==> src/rtl/cam_fifo_bridge.sv <==
// Data-side bridge: passes core loads/stores to the data RAM and exposes a
// camera pixel FIFO plus its status/control registers in a 16-byte window.
module cam_fifo_bridge #(
   parameter int          DEPTH      = 16,
   parameter logic [31:0] CAM_BASE   = 32'h0000_1000,
   parameter int          IRQ_THRESH = 8
) (
   input  logic        clk,
   input  logic        reset,
   input  logic [31:0] ALUResult,
   input  logic [31:0] WriteData,
   input  logic        write_enable,
   input  logic        mem_read,
   output logic [31:0] ReadData,
   output logic        ram_wren,
   input  logic [31:0] ram_q,
   input  logic [7:0]  cam_pixel,
   input  logic        cam_valid,
   output logic        cam_ready,
   input  logic        cam_frame_start,
   output logic        irq
);

   localparam int PTR_W = $clog2(DEPTH);
   localparam int CNT_W = PTR_W + 1;

   typedef enum logic [1:0] {
      REG_DATA   = 2'd0,
      REG_STATUS = 2'd1,
      REG_CTRL   = 2'd2,
      REG_FRAME  = 2'd3
   } reg_off_e;

   logic [PTR_W-1:0] rd_ptr_q, rd_ptr_d;
   logic [PTR_W-1:0] wr_ptr_q, wr_ptr_d;
   logic [CNT_W-1:0] count_q, count_d;
   logic             overflow_q, overflow_d;
   logic             enable_q, enable_d;
   logic             irq_q, irq_d;
   logic             hit_q, hit_d;
   logic [15:0]      frame_q, frame_d;
   logic [31:0]      rdata_q, rdata_d;
   logic [7:0]       mem_q [DEPTH];

   logic     cam_hit, full, empty, push, pop, ctrl_wr, flush;
   reg_off_e offset;
   logic     unused_bits;

   assign unused_bits = ^{WriteData[31:3], ALUResult[1:0]};

   always_comb begin
      cam_hit   = (ALUResult[31:4] == CAM_BASE[31:4]);
      offset    = reg_off_e'(ALUResult[3:2]);
      full      = (count_q == CNT_W'(DEPTH));
      empty     = (count_q == '0);
      // Ready comes only from registered state so the camera never sees a
      // combinational path from the core's address bus.
      cam_ready = enable_q & ~full;
      push      = cam_valid & cam_ready;
      pop       = mem_read & cam_hit & (offset == REG_DATA) & ~empty;
      ctrl_wr   = write_enable & cam_hit & (offset == REG_CTRL);
      flush     = ctrl_wr & WriteData[2];
      ram_wren  = write_enable & ~cam_hit;
   end

   // NOTE: every variable gets a default first so no path leaves it unassigned (no latches).
   always_comb begin
      rd_ptr_d   = rd_ptr_q;
      wr_ptr_d   = wr_ptr_q;
      count_d    = count_q;
      enable_d   = ctrl_wr ? WriteData[0] : enable_q;
      overflow_d = (cam_valid & enable_q & full) | (overflow_q & ~(ctrl_wr & WriteData[1]));
      frame_d    = (cam_frame_start & enable_q) ? frame_q + 16'd1 : frame_q;
      irq_d      = enable_q & (int'(count_q) >= IRQ_THRESH);
      hit_d      = mem_read & cam_hit;

      if (flush) begin
         rd_ptr_d = '0;
         wr_ptr_d = '0;
         count_d  = '0;
      end else begin
         if (push) wr_ptr_d = wr_ptr_q + PTR_W'(1);
         if (pop)  rd_ptr_d = rd_ptr_q + PTR_W'(1);
         case ({push, pop})
            2'b10:   count_d = count_q + CNT_W'(1);
            2'b01:   count_d = count_q - CNT_W'(1);
            default: count_d = count_q;
         endcase
      end

      rdata_d = '0;
      case (offset)
         REG_DATA:   rdata_d = empty ? 32'h0 : {1'b1, 23'b0, mem_q[rd_ptr_q]};
         REG_STATUS: rdata_d = {16'(count_q), 12'b0, overflow_q, irq_q, full, empty};
         REG_CTRL:   rdata_d = {31'b0, enable_q};
         REG_FRAME:  rdata_d = {16'b0, frame_q};
         default:    rdata_d = '0;
      endcase
   end

   // NOTE: sequential state uses non-blocking assignments so all flops sample pre-edge values.
   always_ff @(posedge clk or negedge reset) begin
      if (!reset) begin
         rd_ptr_q   <= '0;
         wr_ptr_q   <= '0;
         count_q    <= '0;
         overflow_q <= 1'b0;
         enable_q   <= 1'b0;
         irq_q      <= 1'b0;
         hit_q      <= 1'b0;
         frame_q    <= '0;
         rdata_q    <= '0;
      end else begin
         rd_ptr_q   <= rd_ptr_d;
         wr_ptr_q   <= wr_ptr_d;
         count_q    <= count_d;
         overflow_q <= overflow_d;
         enable_q   <= enable_d;
         irq_q      <= irq_d;
         hit_q      <= hit_d;
         frame_q    <= frame_d;
         rdata_q    <= rdata_d;
      end
   end

   // NOTE: pixel storage has no reset; the zeroed pointers make stale entries unreachable.
   always_ff @(posedge clk) begin
      if (push && !flush) mem_q[wr_ptr_q] <= cam_pixel;
   end

   assign irq      = irq_q;
   assign ReadData = hit_q ? rdata_q : ram_q;

endmodule

==> config.mk <==
export PLATFORM = sky130hd
export DESIGN_NAME = cam_fifo_bridge
export DESIGN_NICKNAME = d
export VERILOG_FILES = /design/src/rtl/cam_fifo_bridge.sv
export SDC_FILE = /design/constraint.sdc
export NUM_CORES = 1
export LEC_CHECK = 0
export ABC_AREA = 1
export ABC_CLOCK_PERIOD_IN_PS = 3110
export CELL_PAD_IN_SITES_DETAIL_PLACEMENT = 1
export CELL_PAD_IN_SITES_GLOBAL_PLACEMENT = 1
export CORE_ASPECT_RATIO = 1.1
export CORE_MARGIN = 4
export CORE_UTILIZATION = 41
export CTS_CLUSTER_SIZE = 40
export DETAILED_ROUTE_END_ITERATION = 12
export PLACE_DENSITY = 0.84
export SLEW_MARGIN = 5
export SYNTH_ARGS = -nofsm -noshare
export SYNTH_HDL_FRONTEND = slang
export SYNTH_SLANG_ARGS = --single-unit
==> constraint.sdc <==
create_clock -name clk -period 3.11 [get_ports clk]
set_input_delay 0.622 -clock clk [delete_from_list [all_inputs] [get_ports clk]]
set_output_delay 0.622 -clock clk [all_outputs]
set_load 0.05 [all_outputs]
== Word-level counts from Yosys, hierarchy flattened ==
Memory sizes are Yosys's and may differ from the RTL's.
Cells that the tools add are included.
Storage, ports and cells
  memories kept: 1
  output and inout port bits: 35
  bits in writable memories: 128
  bits in registers: 65
  word-level logic and storage cells: 61
Cells by class
  $add $sub $neg: 5
  mux-type cells: 11
  magnitude comparators: 1
  bitwise operators: 20
  equal/unequal tests: 7
  reductions and logical operators: 7
Memory list
  mem_q: words 16, bits a word 8, read ports 1, clocked after Yosys merged registers in 0, write ports 1, RTL line 43  | logic [7:0] mem_q [DEPTH];
Operators by type and width (number)
  32-bit case mux with 4 select lines: 1
  32-bit two-way mux: 2
  28-bit by 9-bit equality test with 1-bit output, second input constant: 1
  16-bit by 1-bit adder with 16-bit output, second input constant: 1
  4-bit two-way mux: 4
  1-bit AND: 15
  5-bit case mux with 2 select lines: 1
  4-bit by 1-bit adder with 4-bit output, second input constant: 2
  2-bit equality test, second input constant: 3
  5-bit by 1-bit adder with 5-bit output, second input constant: 1
  5-bit equality test, second input constant: 1
  5-bit by 4-bit >= comparator with 1-bit output, second input constant: 1
  5-bit logical NOT: 1
  5-bit two-way mux: 1
  5-bit by 1-bit subtractor with 5-bit output, second input constant: 1
  2-bit by 1-bit equality test with 1-bit output, second input constant: 2
  1-bit NOT: 4
  2-bit nonzero test: 2
  3-bit nonzero test: 1
  2-bit logical NOT: 1
  1-bit two-way mux: 2
  1-bit logical AND: 1
  1-bit logical NOT: 1
  1-bit OR: 1

== Depth between registers and ports, before layout ==
  word-level depth: 8
  gate-level depth with buffers: 17
  depth with buffers taken out: 17

== Least setup slack after synthesis ==
Ideal clock, no wire load.
  kind: input to register
  start: in ALUResult[27]
  end: reg count_q[4]
  stages: 14
  setup slack: 694 ps
  setup time: 116 ps
  data arrival time: 2299 ps
  buffers on the path: 0
  cells stage by stage: nor2_1 nand2_1 nor2_1 nand2_1 nor2_4 nand4_2 fa_1 o21ai_0 xor2_1 inv_1 nand2_1 nand2_1 nand2_1 nand2_1
On the way
  word-level cells in the longest chain between the ends: 7
Ends and longest elaborated chain
  start: declaration: RTL line 10  | input logic [31:0] ALUResult,
  28-bit by 9-bit equality test with 1-bit output *: RTL line 52  | cam_hit = (ALUResult[31:4] == CAM_BASE[31:4]);
  1-bit AND (3 in a row): RTL line 60  | pop = mem_read & cam_hit & (offset == REG_DATA) & ~empty;
  2-bit by 1-bit equality test with 1-bit output or 2-bit equality test (tied branches): RTL line 84  | case ({push, pop})
  5-bit case mux with 2 select lines: RTL line 84
  5-bit two-way mux: RTL line 77  | if (flush) begin
  end signal: assignment: RTL line 116  | count_q <= count_d;
  end: declaration: RTL line 36  | logic [CNT_W-1:0] count_q, count_d;
Every way passes the cells marked *; elsewhere a longest branch is shown, timed or not.
A chain may end at the register's enable or synchronous reset.

== Final worst setup path ==
  start: reg hit_q
  end: out ReadData[16]
On the way
  word-level cells in the longest chain between the ends: 1
Ends and longest elaborated chain
  start: declaration: RTL line 40  | logic hit_q, hit_d;
  start signal: assignment: RTL line 120  | hit_q <= hit_d;
  32-bit two-way mux: RTL line 132  | assign ReadData = hit_q ? rdata_q : ram_q;
  end: declaration: RTL line 14  | output logic [31:0] ReadData,
Every way passes these cells.

==> flow_summary.json <==
{
  "clk_latency_ns": 0.43,
  "final_max_slew_viol_count": 0,
  "die_h_um": 156,
  "initial_core_util_pct": 42.3,
  "cts_tree": "built",
  "r2r_cells": 7,
  "grt_pass1_vias": 7001,
  "rr_endpoint": "mem_q[0][1]",
  "crit_path_start_kind": "flip-flop",
  "hold_slack_ns": 0.281,
  "placed_area_mm2": 0.00969,
  "port-buffer-count": 113,
  "final_cell_mix": "145 x nor2_1, 128 x edfxtp_1, 110 x clkdlybuf4s50_1",
  "power_per_cell_area_mw_per_mm2": 616,
  "hold_class": "in2async",
  "switchingPower_mw": 1.82,
  "max_clock_freq_mhz": 341,
  "yosys_register_bits": 183,
  "cp-end-kind": "primary output",
  "critPathRequiredTime_ns": 2.49,
  "cts_resized": 0,
  "yosysTopAreaCellShare_pct": 47.0,
  "cts_buffer_depth": 2,
  "synthAdderAreaFrac_pct": 1.62,
  "worstPathArrival_ns": 2.31,
  "num_io_pins": 145,
  "pwr-share-comb_pct": 17.2,
  "grtUsageMet2_pct": 41.2,
  "final_area_mm2": 0.0103,
  "synthXorXnorAreaFrac_pct": 2.03,
  "synth-simple-area-share_pct": 16.5,
  "synthFlopType": "edfxtp_1",
  "ys_types": 35,
  "period_share_pct": 94.2,
  "coreArea_mm2": 0.0194,
  "cellLeakagePower_nw": 4.03,
  "synth_nets": 881,
  "placed_cells": 1115,
  "wl_mm": 24.3,
  "r2r_slack_ns": 0.54,
  "cts.sinks": 183,
  "yosysTopAreaCell": "edfxtp_1",
  "rsz0062_at_grt": "no",
  "p_seq_share_pct": 49.1,
  "use_met3_pct": 2.79,
  "drtIter0Drc": 447,
  "fin_ws_ns": 0.179,
  "ys_warn_count": 0,
  "grt_pass1_wl_mm": 37.7,
  "cap_viol_max_count": 0,
  "preCtsSetupSlack_ns": -0.0793,
  "drive_gt1_share_pct": 11.8,
  "hold_viol_final": 0,
  "period_minus_slack_ns": 2.93,
  "grtUsageTotal_pct": 22.1,
  "p_sw_share_pct": 28.8,
  "die_area_mm2": 0.0223,
  "path_class": "reg2out",
  "synthToLayoutAreaGrowth_pct": 25.5,
  "yosysSeqAreaShare_pct": 63.8,
  "place.gp.congestion": 0.758,
  "synthArstFlopShare_pct": 30.1,
  "hold_buffers": 0,
  "syn_area_mm2": 0.00819,
  "ctsRootBufferMaster": "clkbuf_16",
  "slew_headroom_pct": 24.5,
  "p_int_mw": 4.50,
  "die_x_um": 143,
  "wl_per_cell_um": 21.2,
  "outcome": "complete, no violations",
  "synth_compound_area_share_pct": 8.24,
  "dp_hpwl_mm": 16.7,
  "post_cts_buffers": 0,
  "nets": 1007,
  "ant_nets": 0,
  "cts_buffers": 17,
  "dr.pass1.iters": 5,
  "clockPowerShare_pct": 33.8,
  "synth.area.top_cells": "edfxtp_1 47%, dfrtp_1 17%, nor2_1 6.6%",
  "overflow": 0,
  "path_clk_slew_ns": 0.07,
  "synth_edf_count": 128,
  "h-tree-depth": 4,
  "viasPerCell": 5.47,
  "fin_cells": 1147,
  "cp_max_fo": 32,
  "skew_ns": 0.00995,
  "grt_max_degree": 51,
  "synthMuxAreaShare_pct": 3.16,
  "finalSetupTns_ns": 0,
  "grt_busiest_layer": "met2",
  "syn-mean-instance-area_um2": 10.8,
  "vias": 6273,
  "antenna_cells": 0,
  "peakVddDrop_mv": 0.387,
  "met1_usage_pct": 25.6,
  "drc_errors": 0,
  "antenna_found_initial": 0,
  "worstMarginPinSlew_ns": 1.13,
  "mostFrequentLayoutCell": "nor2_1",
  "final-setup-viol-count": 0,
  "rr_startpoint": "count_q[0]",
  "num_rows": 53,
  "synth_top_family_by_area": "simple AND/OR/NAND/NOR gates",
  "syn_inst": 761
}
==> state kept, by name, summed over array words and instances (netlist names) <==
name / cells
mem_q: 128
irq: 1
rd_ptr_q: 4
hit_q: 1
wr_ptr_q: 4
enable_q: 1
rdata_q: 22
overflow_q: 1
count_q: 5
frame_q: 16
==> cell usage after synthesis, drive strengths merged (2+ instances only) <==
| library cell | instances |
|---|---|
| nand3 | 38 |
| buf | 10 |
| o21ai | 75 |
| nor3 | 16 |
| o221ai | 14 |
| nand2 | 96 |
| clkbuf | 21 |
| o22ai | 6 |
| nand4 | 7 |
| a21oi | 8 |
| xor2 | 17 |
| inv | 66 |
| mux2 | 23 |
| ha | 9 |
| nor2 | 152 |
| o211ai | 12 |
| edfxtp | 128 |
| dfrtp | 55 |
| xnor2 | 2 |
==> through the flow <==
step	utilization (%)	total power [mW]
after floorplan	-	3.71
after global placement	50.0	4.11
after detailed placement	50.0	4.22
after CTS	53.0	6.35
after global routing	53.1	6.60
final	53.1	6.33
==> logic make-up (layout without fill, tap and decap cells) <==
logic type,count (synthesis),count (layout)
compound gates,116,116
mux,23,23
flops,183,183
xor+xnor,19,19
fa+ha+maj,10,10
simple gates,312,312
buf+inv,98,237
==> power groups by stage <==
stage                     registers [mW]  logic, mW  clock network, mW
after floorplan                     3.10      0.612                  0
after global placement              3.12      0.997                  0
after detailed placement            3.15       1.07                  0
after CTS                           3.10       1.10               2.15
after global routing                3.13       1.19               2.27
final                               3.10       1.09               2.14
==> metal layers <==
layer,up-vias,wire length (um)
met1,3200,9330
li1,2859,-
met3,40,856
met5,-,0
met2,174,13500
met4,0,601
==> worst max-delay path, cell delays in order, from the launching register on <==
cell and delay (ns):
dfrtp_1 0.37, buf_4 0.37, mux2_2 0.40, clkdlybuf4s50_1 0.72
==> final cells by class <==
cell class / instances / area, um^2
fillers: 2094 / 9090
flip-flops and latches: 183 / 5220
multi-input cells: 480 / 2590
repair buffers: 138 / 1320
clock buffers: 18 / 429
well taps: 247 / 309
inverters: 67 / 251
clock inverters: 14 / 150
==> worst max path at each step <==
| stage | start | to | slack (ns) | cells past startpoint |
|---|---|---|---|---|
| 3_5_place_dp | ALUResult[25] | mem_q[10][5] | -0.08 | 9 |
| 3_3_place_gp | ALUResult[25] | mem_q[10][5] | 0.08 | 9 |
| 2_1_floorplan | ALUResult[27] | count_q[4] | 0.69 | 14 |
| 4_1_cts | hit_q | ReadData[19] | 0.12 | 3 |
| 6_report | hit_q | ReadData[16] | 0.18 | 3 |
| 5_1_grt | hit_q | ReadData[19] | 0.11 | 3 |
(Power assumes the default switching activity.)
